**config.mk**
```make
export PLATFORM = sky130hd
export DESIGN_NAME = mac_operand_sequencer_flat
export DESIGN_NICKNAME = d
export VERILOG_FILES = /design/src/rtl/mac_operand_sequencer_if.sv /design/src/rtl/mac_operand_sequencer.sv /design/src/flat_wrapper.sv
export SDC_FILE = /design/constraint.sdc
export NUM_CORES = 1
export LEC_CHECK = 0
export ABC_AREA = 1
export CORE_MARGIN = 4
export CORE_UTILIZATION = 30
export CTS_BUF_LIST = sky130_fd_sc_hd__clkbuf_8 sky130_fd_sc_hd__clkbuf_16
export CTS_CLUSTER_DIAMETER = 150
export DETAILED_ROUTE_END_ITERATION = 12
export SETUP_SLACK_MARGIN = 0.5
export SYNTH_ARGS = -nofsm -noshare
export SYNTH_HDL_FRONTEND = slang
export SYNTH_SLANG_ARGS = --single-unit
export TNS_END_PERCENT = 20
```
**constraint.sdc**
```tcl
create_clock -name clk -period 4.07 [get_ports clk]
set_input_delay 0.407 -clock clk [delete_from_list [all_inputs] [get_ports clk]]
set_output_delay 0.407 -clock clk [all_outputs]
set_load 0.01 [all_outputs]
```
**src/rtl/mac_operand_sequencer_if.sv**
```systemverilog
// Operand-side bus between mac_operand_sequencer and its buffers, MAC and result consumer.
// slave is the sequencer's view; master is the environment's view.
interface mac_operand_sequencer_if #(
    parameter int NUM_W  = 8,
    parameter int ACC_W  = 2 * NUM_W + 1,
    parameter int ADDR_W = 6,
    parameter int LEN_W  = 7
);
    logic              start;
    logic [LEN_W-1:0]  vec_len;
    logic              busy;
    logic              rd_en;
    logic [ADDR_W-1:0] rd_addr;
    logic [NUM_W-1:0]  w_data;
    logic [NUM_W-1:0]  x_data;
    logic              mac_enable;
    logic [NUM_W-1:0]  mac_num_1;
    logic [NUM_W-1:0]  mac_num_2;
    logic [ACC_W-1:0]  mac_result;
    logic [ACC_W-1:0]  result;
    logic              result_valid;
    logic              result_ready;

    modport slave (
        input  start, vec_len, w_data, x_data, mac_result, result_ready,
        output busy, rd_en, rd_addr, mac_enable, mac_num_1, mac_num_2, result, result_valid
    );

    modport master (
        output start, vec_len, w_data, x_data, mac_result, result_ready,
        input  busy, rd_en, rd_addr, mac_enable, mac_num_1, mac_num_2, result, result_valid
    );
endinterface

```
**src/rtl/mac_operand_sequencer.sv**
```systemverilog
// Streams vec_len weight/input pairs into mac_unit, flushes its pipeline, and returns
// the accumulator delta since job start through a valid/ready result handshake.
module mac_operand_sequencer #(
    parameter int NUM_W   = 8,
    parameter int ACC_W   = 2 * NUM_W + 1,
    parameter int ADDR_W  = 6,
    parameter int LEN_W   = 7,
    parameter int MAC_LAT = 2
) (
    input  logic                    clk,
    input  logic                    reset,
    mac_operand_sequencer_if.slave  bus
);
    localparam int FCNT_W = $clog2(MAC_LAT + 2);
    localparam logic [FCNT_W-1:0] FLUSH_LAST = FCNT_W'(MAC_LAT + 1);

    typedef enum logic [2:0] {IDLE, STREAM, FLUSH, CAPTURE, HOLD} state_t;

    state_t             state;
    logic [LEN_W-1:0]   remaining;
    logic [ACC_W-1:0]   base;
    logic [FCNT_W-1:0]  flush_cnt;
    logic               data_valid;

    // NOTE: every register here is state, so all updates use <= to read pre-edge values.
    always_ff @(posedge clk or negedge reset) begin
        if (!reset) begin
            state          <= IDLE;
            remaining      <= '0;
            base           <= '0;
            flush_cnt      <= '0;
            data_valid     <= 1'b0;
            bus.busy       <= 1'b0;
            bus.rd_en      <= 1'b0;
            bus.rd_addr    <= '0;
            bus.mac_enable <= 1'b0;
            bus.mac_num_1  <= '0;
            bus.mac_num_2  <= '0;
            bus.result     <= '0;
            bus.result_valid <= 1'b0;
        end else begin
            // Buffer data is valid the cycle after rd_en; register it straight into the MAC.
            data_valid <= bus.rd_en;
            if (data_valid) begin
                bus.mac_enable <= 1'b1;
                bus.mac_num_1  <= bus.w_data;
                bus.mac_num_2  <= bus.x_data;
            end else if (state == FLUSH && flush_cnt != FLUSH_LAST) begin
                bus.mac_enable <= 1'b1;
                bus.mac_num_1  <= '0;
                bus.mac_num_2  <= '0;
            end else begin
                bus.mac_enable <= 1'b0;
                bus.mac_num_1  <= '0;
                bus.mac_num_2  <= '0;
            end

            case (state)
                IDLE: begin
                    flush_cnt <= '0;
                    if (bus.start) begin
                        bus.busy <= 1'b1;
                        base     <= bus.mac_result;
                        if (bus.vec_len == '0) begin
                            state <= CAPTURE;
                        end else begin
                            state       <= STREAM;
                            bus.rd_en   <= 1'b1;
                            bus.rd_addr <= '0;
                            remaining   <= bus.vec_len - 1'b1;
                        end
                    end
                end
                STREAM: begin
                    if (remaining == '0) begin
                        bus.rd_en <= 1'b0;
                        state     <= FLUSH;
                    end else begin
                        bus.rd_addr <= bus.rd_addr + 1'b1;
                        remaining   <= remaining - 1'b1;
                    end
                end
                FLUSH: begin
                    // Covers the last data cycle plus MAC_LAT zero pairs, then one idle cycle.
                    if (flush_cnt == FLUSH_LAST) begin
                        state <= CAPTURE;
                    end else begin
                        flush_cnt <= flush_cnt + 1'b1;
                    end
                end
                CAPTURE: begin
                    // Modular difference absorbs any accumulator wrap since the snapshot.
                    bus.result       <= bus.mac_result - base;
                    bus.result_valid <= 1'b1;
                    state            <= HOLD;
                end
                HOLD: begin
                    if (bus.result_ready) begin
                        bus.result_valid <= 1'b0;
                        bus.busy         <= 1'b0;
                        state            <= IDLE;
                    end
                end
                default: state <= IDLE;
            endcase
        end
    end
endmodule
```
**src/flat_wrapper.sv**
```systemverilog
// flat-port wrapper written by rule: the top's interface ports become plain ports
module mac_operand_sequencer_flat 
#(
    parameter int NUM_W   = 8,
    parameter int ACC_W   = 2 * NUM_W + 1,
    parameter int ADDR_W  = 6,
    parameter int LEN_W   = 7,
    parameter int MAC_LAT = 2
)
  (clk, reset, bus_start, bus_vec_len, bus_w_data, bus_x_data, bus_mac_result, bus_result_ready, bus_busy, bus_rd_en, bus_rd_addr, bus_mac_enable, bus_mac_num_1, bus_mac_num_2, bus_result, bus_result_valid);
  mac_operand_sequencer_if #(.NUM_W(NUM_W), .ACC_W(ACC_W), .ADDR_W(ADDR_W), .LEN_W(LEN_W)) bus_i ();
  input  logic clk;
  input  logic reset;
  input wire logic [$bits(bus_i.start)-1:0] bus_start;
  input wire logic [$bits(bus_i.vec_len)-1:0] bus_vec_len;
  input wire logic [$bits(bus_i.w_data)-1:0] bus_w_data;
  input wire logic [$bits(bus_i.x_data)-1:0] bus_x_data;
  input wire logic [$bits(bus_i.mac_result)-1:0] bus_mac_result;
  input wire logic [$bits(bus_i.result_ready)-1:0] bus_result_ready;
  output wire logic [$bits(bus_i.busy)-1:0] bus_busy;
  output wire logic [$bits(bus_i.rd_en)-1:0] bus_rd_en;
  output wire logic [$bits(bus_i.rd_addr)-1:0] bus_rd_addr;
  output wire logic [$bits(bus_i.mac_enable)-1:0] bus_mac_enable;
  output wire logic [$bits(bus_i.mac_num_1)-1:0] bus_mac_num_1;
  output wire logic [$bits(bus_i.mac_num_2)-1:0] bus_mac_num_2;
  output wire logic [$bits(bus_i.result)-1:0] bus_result;
  output wire logic [$bits(bus_i.result_valid)-1:0] bus_result_valid;
  assign bus_i.start = bus_start;
  assign bus_i.vec_len = bus_vec_len;
  assign bus_i.w_data = bus_w_data;
  assign bus_i.x_data = bus_x_data;
  assign bus_i.mac_result = bus_mac_result;
  assign bus_i.result_ready = bus_result_ready;
  assign bus_busy = bus_i.busy;
  assign bus_rd_en = bus_i.rd_en;
  assign bus_rd_addr = bus_i.rd_addr;
  assign bus_mac_enable = bus_i.mac_enable;
  assign bus_mac_num_1 = bus_i.mac_num_1;
  assign bus_mac_num_2 = bus_i.mac_num_2;
  assign bus_result = bus_i.result;
  assign bus_result_valid = bus_i.result_valid;
  mac_operand_sequencer #(.NUM_W(NUM_W), .ACC_W(ACC_W), .ADDR_W(ADDR_W), .LEN_W(LEN_W), .MAC_LAT(MAC_LAT)) u_core (.clk(clk), .reset(reset), .bus(bus_i));
endmodule
```
==> results of run 1 <==
[cell usage after synthesis (all sizes together), types with 3 or more instances]
cell type,number,area share (%)
nand2,208,19
inv,98,8.8
dfrtp,73,44
nor2,39,4.0
nand3,36,4.3
a21oi,26,3.1
o21ai,25,3.3
ha,19,5.7
buf,8,1.4
xor2,8,1.7
nor3,7,0.84
nand3b,6,1.1
clkbuf,5,0.45
or2,5,0.81
nand4,3,0.45
[stage by stage]
step | cells | total power, W | setup slack [ns]
final | 837 | 0.00400 | 1.85
after global routing | 837 | 0.00440 | 1.61
after global placement | 822 | 0.00321 | 1.73
after detailed placement | 822 | 0.00325 | 1.71
after floorplan | 572 | 0.00259 | 2.33
after CTS | 837 | 0.00406 | 1.79
[routing by layer]
layer  wire, um  vias to the layer above
li1           -                     1920
met3        427                       12
met1       4990                     1715
met5          0                        -
met4        161                        0
met2       4870                       70
[placed cells by master (no fill, tap or decap), types with 2 or more instances in the layout]
cell / count
nand2_1: 203
inv_1: 96
clkdlybuf4s50_1: 85
dfrtp_1: 73
nand3_1: 36
nor2_1: 34
a21oi_1: 26
o21ai_0: 20
ha_1: 19
clkbuf_16: 9
xor2_1: 8
nor3_1: 7
nand3b_1: 6
nand2_2: 5
or2_2: 4
nor2_2: 3
o21ai_1: 3
nand4_1: 3
clkinv_2: 3
nor2_4: 2
inv_2: 2
clkinvlp_4: 2
buf_4: 2
[worst max path at each step]
| stage | end | slack [ns] | cells after the start |
|---|---|---|---|
| 2_1_floorplan | u_core.bus.result[12] | 2.33 | 13 |
| 3_3_place_gp | u_core.bus.result[12] | 1.73 | 14 |
| 3_5_place_dp | u_core.bus.result[12] | 1.71 | 14 |
| 4_1_cts | u_core.base[16] | 1.79 | 4 |
| 5_1_grt | u_core.base[16] | 1.61 | 4 |
| 6_report | u_core.base[16] | 1.85 | 4 |
[cell families after synthesis]
| kind of cell | Yosys count | synth area share (%) |
|---|---|---|
| AO/OA/AOI/OAI | 53 | 6.93 |
| XOR/XNOR | 9 | 1.88 |
| adder cells (fa/ha/maj) | 20 | 6.15 |
| buffers and inverters | 111 | 10.6 |
| flip-flops | 73 | 43.6 |
| multiplexers | 1 | 0.269 |
| AND/OR/NAND/NOR | 305 | 30.6 |
[power groups by stage]
stage                     clock [W]  combinational (W)  sequential, W
after CTS                  0.000802            0.00204        0.00121
after global placement            0            0.00200        0.00122
after global routing       0.000834            0.00232        0.00125
after detailed placement          0            0.00203        0.00122
final                      0.000774            0.00202        0.00121
after floorplan                   0            0.00136        0.00122
[cell type report]
type,instances,area share (%)
tap,176,4.01
inverter,98,6.71
multi-input combinational,388,35.0
clock buffer,9,4.11
clock inverter,6,1.09
sequential,73,33.3
timing repair buffer,87,15.8
[sequential cells by signal (all words and copies together) (netlist names)]
| register | cells |
|---|---|
| u_core.base | 17 |
| u_core.bus.busy | 1 |
| u_core.bus.mac_enable | 1 |
| u_core.bus.mac_num_1 | 8 |
| u_core.bus.mac_num_2 | 8 |
| u_core.bus.rd_addr | 6 |
| u_core.bus.rd_en | 1 |
| u_core.bus.result | 17 |
| u_core.bus.result_valid | 1 |
| u_core.data_valid | 1 |
| u_core.flush_cnt | 2 |
| u_core.remaining | 7 |
| u_core.state | 3 |
[worst register-to-register path: stages (launching register included)]
cell	delay, ns
dfrtp_1	0.49
or2_4	0.32
nor2_4	0.13
nand2_1	0.62
mux2_2	0.53
==> impl_metrics.json, run 1 <==
{
  "synth_flop_cell": "dfrtp_1",
  "hold_violations": 0,
  "crit_type": "flip-flop to flip-flop",
  "gr-usage-met1_pct": 17.6,
  "setup_violations": 0,
  "ys_types": 31,
  "crit_fanout": 34,
  "ant_nets": 0,
  "synth_cells": 572,
  "hold_ws_ns": 0.231,
  "wl_per_cell_um": 12.5,
  "io_pins": 87,
  "cts_buffers": 9,
  "slowest_delay_ns": 0.62,
  "syn_area_mm2": 0.00419,
  "cts_root_buf": "clkbuf_16",
  "clkTransAtPathRegs_ns": 0.06,
  "fill_cells": 1427,
  "cts_max_level": 3,
  "hold_buffers": 0,
  "synth_warnings": 0,
  "dp_hpwl_mm": 7.83,
  "cts_tree": "yes",
  "num_antenna_cells": 0,
  "grt_max_degree": 74,
  "die_h_um": 126,
  "syn_area_per_cell_um2": 7.33,
  "netSwitchingFraction_pct": 42.3,
  "drc": 0,
  "grt_overflow": 0,
  "grt-busiest-layer": "met2",
  "p_leak_nw": 2.92,
  "num_rows": 42,
  "clk_path_buf_depth": 2,
  "antenna_found_initial": 0,
  "crit_arrival_ns": 2.43,
  "irDropWorstVdd_uv": 279,
  "cts_sinks": 73,
  "seq_area_frac_synth_pct": 43.6,
  "global_route.usage.met2_pct": 23.0,
  "cts_setup_buffers": 0,
  "required_ns": 4.29,
  "r2r_cells": 4,
  "die_w_um": 126,
  "design_area_mm2": 0.00549,
  "finalCritPeriodShare_pct": 54.5,
  "crit_chain": "or2_4 > nor2_4 > nand2_1 > mux2_2",
  "critPathLaunchType": "flip-flop",
  "finalMaxSlewViolations": 0,
  "ys_async_sr_fraction_pct": 100,
  "final_nets": 721,
  "grt_pass1_wl_mm": 18.0,
  "drv_cap": 0,
  "vias": 3717,
  "start_util_pct": 31.1,
  "power.share.combinational_pct": 50.4,
  "power_density_mw_per_mm2": 729,
  "period_minus_slack_ns": 2.22,
  "synth_edf_count": 0,
  "routed_wl_mm": 10.5,
  "crit_path_end_kind": "flip-flop",
  "drive_gt1_share_pct": 5.75,
  "die_area_mm2": 0.0159,
  "clock_latency_ns": 0.33,
  "critPathBufInv": 0,
  "slowest_stage": "nand2_1",
  "drtIter0Drc": 226,
  "worst_pin_slew_ns": 1.09,
  "r2r_start": "u_core.state[0]",
  "crit_start": "u_core.state[0]",
  "status": "finished, final reports clean",
  "place_area_mm2": 0.00520,
  "first_pass_iters": 4,
  "reg2reg_slack_ns": 1.85,
  "synth.net_count": 636,
  "worstHoldPathType": "primary input to async pin",
  "final_core_util_pct": 40.8,
  "grt_usage_pct": 13.8,
  "rsz0062_at_grt": "no",
  "slew_headroom_pct": 27.4,
  "multi_input_comb_area_mm2": 0.00192,
  "numPortBuffers": 86,
  "max_clock_freq_mhz": 451,
  "seqPwrFrac_pct": 30.2,
  "internal_power_w": 0.00231,
  "synth_seq_cells": 73,
  "fin_skew_ns": 0.00594,
  "grt_pass1_vias": 3731,
  "post_cts_resized": 0,
  "gp_congestion": 0.905,
  "reg2reg_to": "u_core.base[16]",
  "placeableCoreArea_mm2": 0.0135,
  "viasPerCell": 4.44,
  "syn_to_final_growth_pct": 30.9,
  "p_sw_w": 0.00169,
  "critPathTopFamily": "simple AND/OR/NAND/NOR gates",
  "met3_usage_pct": 2.96,
  "pwr-share-clk_pct": 19.4,
  "fin_setup_tns_ns": 0,
  "regArea_mm2": 0.00183
}
No activity file was read; power rests on OpenSTA's default activity.
==> run 2: changes to the inputs <==
==> constraint.sdc (replaced) <==
create_clock -name clk -period 2.05 [get_ports clk]
set_input_delay 0.205 -clock clk [delete_from_list [all_inputs] [get_ports clk]]
set_output_delay 0.205 -clock clk [all_outputs]
set_load 0.01 [all_outputs]
==> run 2 against run 1 <==
Hold slack better by 0.091 ns. Flip-flop and latch count stayed put. Utilization is 3.7 points higher. Global-route usage is 0.076 points higher. Critical path type unchanged. First-iteration DRC count is 28% lower. Via count is 3.7% higher. Highest routed layer unchanged. Critical path depth is 8 higher. Maximum frequency is 33% higher. Register-to-register slack worse by 1.5 ns. Largest cell class unchanged. Final area is 9.1% higher. Die area stayed put.
==> impl_metrics.json, run 2 (synthesis results as in run 1) <==
{
  "syn_to_final_growth_pct": 42.9,
  "clock_latency_ns": 0.34,
  "crit_type": "flip-flop to flip-flop",
  "design_area_mm2": 0.00599,
  "num_rows": 42,
  "finalMaxSlewViolations": 0,
  "clk_path_buf_depth": 2,
  "numPortBuffers": 86,
  "drive_gt1_share_pct": 16.4,
  "vias": 3856,
  "cts_tree": "yes",
  "start_util_pct": 31.1,
  "period_minus_slack_ns": 1.66,
  "required_ns": 2.28,
  "finalCritPeriodShare_pct": 81.1,
  "final_nets": 749,
  "antenna_found_initial": 0,
  "crit_fanout": 4,
  "power_density_mw_per_mm2": 1490,
  "grt_max_degree": 50,
  "final_cell_mix": "184 x nand2_1, 91 x inv_1, 85 x clkdlybuf4s50_1",
  "top_regs": "u_core.base (17), u_core.bus.result (17)",
  "critPathLaunchType": "flip-flop",
  "crit_start": "u_core.base[0]",
  "clkTransAtPathRegs_ns": 0.06,
  "fill_cells": 1369,
  "wl_met2_mm": 5.38,
  "placeableCoreArea_mm2": 0.0135,
  "r2r_start": "u_core.base[0]",
  "reg2reg_to": "u_core.bus.result[16]",
  "io_pins": 87,
  "drtIter0Drc": 163,
  "dp_hpwl_mm": 7.93,
  "slowest_stage": "dfrtp_1",
  "crit_end": "u_core.bus.result[16]",
  "crit_path_end_kind": "flip-flop",
  "multi_input_comb_area_mm2": 0.00218,
  "gp_congestion": 0.929,
  "first_pass_iters": 5,
  "num_antenna_cells": 0,
  "viasPerCell": 4.45,
  "grt_pass1_wl_mm": 18.0,
  "r2r_cells": 12,
  "ant_nets": 0,
  "regArea_mm2": 0.00183,
  "hold_violations": 0,
  "cts_sinks": 73,
  "p_total_w": 0.00891,
  "worstHoldPathType": "primary input to async pin",
  "reg2reg_slack_ns": 0.39,
  "wl_met3_um": 459,
  "place_area_mm2": 0.00527,
  "topRoutingLayerUsed": "met4",
  "die_area_mm2": 0.0159,
  "die_w_um": 126,
  "crit_arrival_ns": 1.89,
  "wl_per_cell_um": 12.5,
  "cts_max_level": 3,
  "grt_usage_pct": 13.9,
  "routed_wl_mm": 10.8,
  "hold_ws_ns": 0.322,
  "status": "finished, final reports clean",
  "fin_skew_ns": 0.00632,
  "setup_violations": 0,
  "crit_chain": "ha_2 > fa_2 > inv_2 > nand2_2 > nand2_2 > nand3_2 > nand2_4 > nand2_2 > nand2_1 > nand2_1 > nand3_1 > nand2_1",
  "p_leak_nw": 3.10,
  "slew_headroom_pct": 67.8,
  "max_clock_freq_mhz": 602,
  "worst_pin_slew_ns": 0.483,
  "slowest_delay_ns": 0.40,
  "final_common_cell": "nand2_1",
  "cts_root_buf": "clkbuf_16",
  "cts_buffers": 9,
  "rsz0062_at_grt": "yes",
  "drv_cap": 0,
  "grt_overflow": 0,
  "drt-met1-wl_mm": 4.87,
  "drc": 0,
  "die_h_um": 126,
  "grt_pass1_vias": 3779,
  "irDropWorstVdd_uv": 501
}
-- run 2: per-layer routing --
| layer | global-route usage (%) | vias up |
|---|---|---|
| li1 | - | 1983 |
| met1 | 17.7 | 1787 |
| met5 | 0 | - |
| met2 | 23.3 | 70 |
| met4 | 4.29 | 0 |
| met3 | 3.34 | 16 |
-- run 2: metrics by stage --
stage               worst slack (ns)  utilization [%]  cells  TNS, ns
global route                   0.268             44.5    866        0
CTS                            0.393             43.1    865        0
floorplan                      0.369                -    572        0
finish                         0.388             44.5    866        0
detailed placement           -0.0915             39.2    830   -0.282
global placement             -0.0781             39.2    830   -0.173
-- run 2: what timing repair did --
action / in CTS / in global routing
hold buffers: 1 / 0
gates cloned: 2 / 0
pin swaps: 15 / 6
hold endpoints to repair: 24 / 0
gates resized for setup: 26 / 41
buffers inserted: 16 / 1
endpoints found under the setup margin: 30 / 42
-- run 2: final cells by class --
cell class              instances  area share [%]
clock inverters                 7            1.19
repair buffers                114            18.2
well taps                     176            3.68
inverters                      98            6.19
flip-flops and latches         73            30.6
clock buffers                   9            3.76
multi-input cells             389            36.4
-- run 2: worst min path at each step --
stage / end / startpoint / cells after the start
floorplan: u_core.base[0] / reset / 0
global placement: u_core.bus.result[1] / reset / 1
detailed placement: u_core.bus.result[1] / reset / 1
CTS: u_core.bus.result[1] / reset / 2
global route: u_core.bus.result[1] / reset / 2
finish: u_core.bus.result[1] / reset / 2
-- run 2: critical path: cells and delay by family (launching register included) --
kind,cells,cell delay [ns]
AND/OR/NAND/NOR,9,0.54
adder cells (fa/ha/maj),2,0.54
buffers and inverters,1,0.07
flip-flops,1,0.40
-- run 2: where the power goes --
group / leakage [nW] / total (W) / internal [W] / switching [W]
Combinational: 2.10 / 0.00494 / 0.00222 / 0.00272
Sequential: 0.859 / 0.00239 / 0.00202 / 0.000376
Clock: 0.149 / 0.00157 / 0.000941 / 0.000632
==> run 3: changes to the inputs <==
==> constraint.sdc (replaced) <==
create_clock -name clk -period 1.71 [get_ports clk]
set_input_delay 0.171 -clock clk [delete_from_list [all_inputs] [get_ports clk]]
set_output_delay 0.171 -clock clk [all_outputs]
set_load 0.01 [all_outputs]
==> run 3 against run 2 <==
Clock power up 22%. Combinational power is 46% higher. First-iteration DRC count rose by 5.5%. Die area unchanged. Hold slack worse by 0.038 ns. Final cell count rose by 2.8%.
==> impl_metrics.json, run 3 (synthesis results as in run 1) <==
{
  "status": "finished, final reports clean",
  "die_w_um": 126,
  "drv_cap": 0,
  "grt_usage_pct": 14.5,
  "slowest_stage": "dfrtp_1",
  "io_pins": 87,
  "dp.cells": 851,
  "final_nets": 773,
  "dp_hpwl_mm": 8.12,
  "crit_chain": "inv_1 > ha_1 > nand2_1 > nand2_2 > nand2_4 > o21bai_4 > buf_6 > or2_4 > nand3_2 > nand2_1",
  "clk_path_buf_depth": 2,
  "worst_pin_slew_ns": 0.482,
  "slowest_delay_ns": 0.41,
  "power_density_mw_per_mm2": 1840,
  "grt_pass1_wl_mm": 19.1,
  "max_clock_freq_mhz": 585,
  "final_common_cell": "nand2_1",
  "fin_cells": 890,
  "wl_per_cell_um": 13.2,
  "num_antenna_cells": 0,
  "drc": 0,
  "placeableCoreArea_mm2": 0.0135,
  "first_pass_iters": 4,
  "top_regs": "u_core.base (17), u_core.bus.result (17)",
  "cts_sinks": 73,
  "grt_overflow": 0,
  "cts_tree": "yes",
  "final_core_util_pct": 48.5,
  "final_cell_mix": "157 x nand2_1, 88 x inv_1, 70 x dfrtp_1",
  "crit_top_cell": "nand2_1",
  "required_ns": 1.93,
  "viasPerCell": 4.57,
  "setup_violations": 0,
  "place_ws_ns": -0.292,
  "vias": 4063,
  "ant_nets": 0,
  "period_minus_slack_ns": 1.71,
  "crit_path_end_kind": "flip-flop",
  "global_route.usage.met2_pct": 24.6,
  "fin_skew_ns": 0.00507,
  "cts_max_level": 3,
  "antenna_found_initial": 0,
  "critPathTopFamily": "simple AND/OR/NAND/NOR gates",
  "die_area_mm2": 0.0159,
  "fill_cells": 1311,
  "slew_headroom_pct": 67.9,
  "drtIter0Drc": 172,
  "syn_to_final_growth_pct": 55.6,
  "grt_max_degree": 35,
  "grt-busiest-layer": "met2",
  "routed_wl_mm": 11.8,
  "clock_latency_ns": 0.33,
  "die_h_um": 126,
  "p_leak_nw": 3.54,
  "drive_gt1_share_pct": 25.6,
  "num_rows": 42,
  "grt_pass1_vias": 4060,
  "critPathBufInv": 2,
  "finalCritPeriodShare_pct": 99.9,
  "gp_congestion": 0.900,
  "met3_usage_pct": 4.02,
  "finalMaxSlewViolations": 0,
  "critPathLaunchType": "flip-flop",
  "clkTransAtPathRegs_ns": 0.06,
  "worstHoldPathType": "primary input to async pin",
  "crit_arrival_ns": 1.93,
  "crit_type": "flip-flop to flip-flop",
  "cts_root_buf": "clkbuf_16",
  "irDropWorstVdd_uv": 586,
  "crit_fanout": 4,
  "start_util_pct": 31.1,
  "hold_violations": 0,
  "rsz0062_at_grt": "yes",
  "postLayoutSetupSlackWorst_ns": 0.00104,
  "numPortBuffers": 86,
  "cts_buffers": 9,
  "gr-usage-met1_pct": 17.9
}
==> run 3: cell count changes in the layout (fill, tap and decap cells not counted), moves of 6 or more <==
cell,delta
nand2_4,+6
o21ai_1,+8
nand3_2,+7
nand2_2,+20
clkdlybuf4s50_1,-22
buf_6,+8
nand3_1,-7
nand2_1,-27
dlymetal6s2s_1,+22
buf_4,+15
o21ai_0,-9
==> run 3: layer usage <==
metal	up-vias	wire length, um	part of all wire [%]
li1	2031	-	-
met1	1918	4840	41
met3	24	544	4.6
met5	-	0	0
met4	0	228	1.9
met2	90	6160	52
==> run 3: repair_timing <==
item                                    4_1_cts  5_1_grt
hold endpoints to repair                     21        0
hold buffers                                  1        0
cloned                                        2        1
buffers inserted                             13        6
endpoints found under the setup margin       98       99
gates resized for setup                      32      117
pin swaps                                    17       42
==> run 3: layout make-up <==
class / count / area (um2) / area share [%]
Tap cell: 176 / 220 / 3.38
Sequential cell: 73 / 1830 / 28.1
Clock inverter: 5 / 55.1 / 0.845
Timing Repair Buffer: 139 / 1410 / 21.6
Multi-Input combinational cell: 388 / 2380 / 36.5
Clock buffer: 11 / 253 / 3.88
Inverter: 98 / 373 / 5.72
==> run 3: worst paths after layout <==
check / start / end / slack, ns / cells past startpoint
max in group asynchronous: reset / u_core.bus.mac_num_1[5] / 0.88 / 3
worst max register to register: u_core.base[1] / u_core.bus.result[5] / 0.001 / 10
min in group clk: bus_x_data[7] / u_core.bus.mac_num_2[7] / 0.36 / 3
worst max-delay path: u_core.base[1] / u_core.bus.result[5] / 0.001 / 10
worst min-delay path: reset / u_core.remaining[0] / 0.28 / 2
worst min register to register: u_core.bus.rd_en / u_core.data_valid / 0.39 / 0
==> run 3: through the flow <==
stage               TNS [ns]  area [um2]  total power, W  hold slack (ns)
floorplan                  0        4260         0.00632           -0.125
global placement       -2.73        5500         0.00823            0.100
detailed placement     -3.10        5500         0.00835           0.0923
CTS                        0        6070          0.0110            0.291
global route          -0.662        6520          0.0130            0.306
finish                     0        6520          0.0120            0.285
==> run 3: power by group <==
part | total [W] | switching (W) | internal, W
logic | 0.00722 | 0.00383 | 0.00339
registers | 0.00287 | 0.000454 | 0.00242
clock network | 0.00192 | 0.000717 | 0.00120
total | 0.0120 | 0.00500 | 0.00701
==> run 3: worst reg2reg max path, stage by stage, from the launching register on <==
cell	delay, ns
dfrtp_1	0.41
inv_1	0.07
ha_1	0.29
nand2_1	0.08
nand2_2	0.09
nand2_4	0.10
o21bai_4	0.10
buf_6	0.12
or2_4	0.22
nand3_2	0.07
nand2_1	0.05
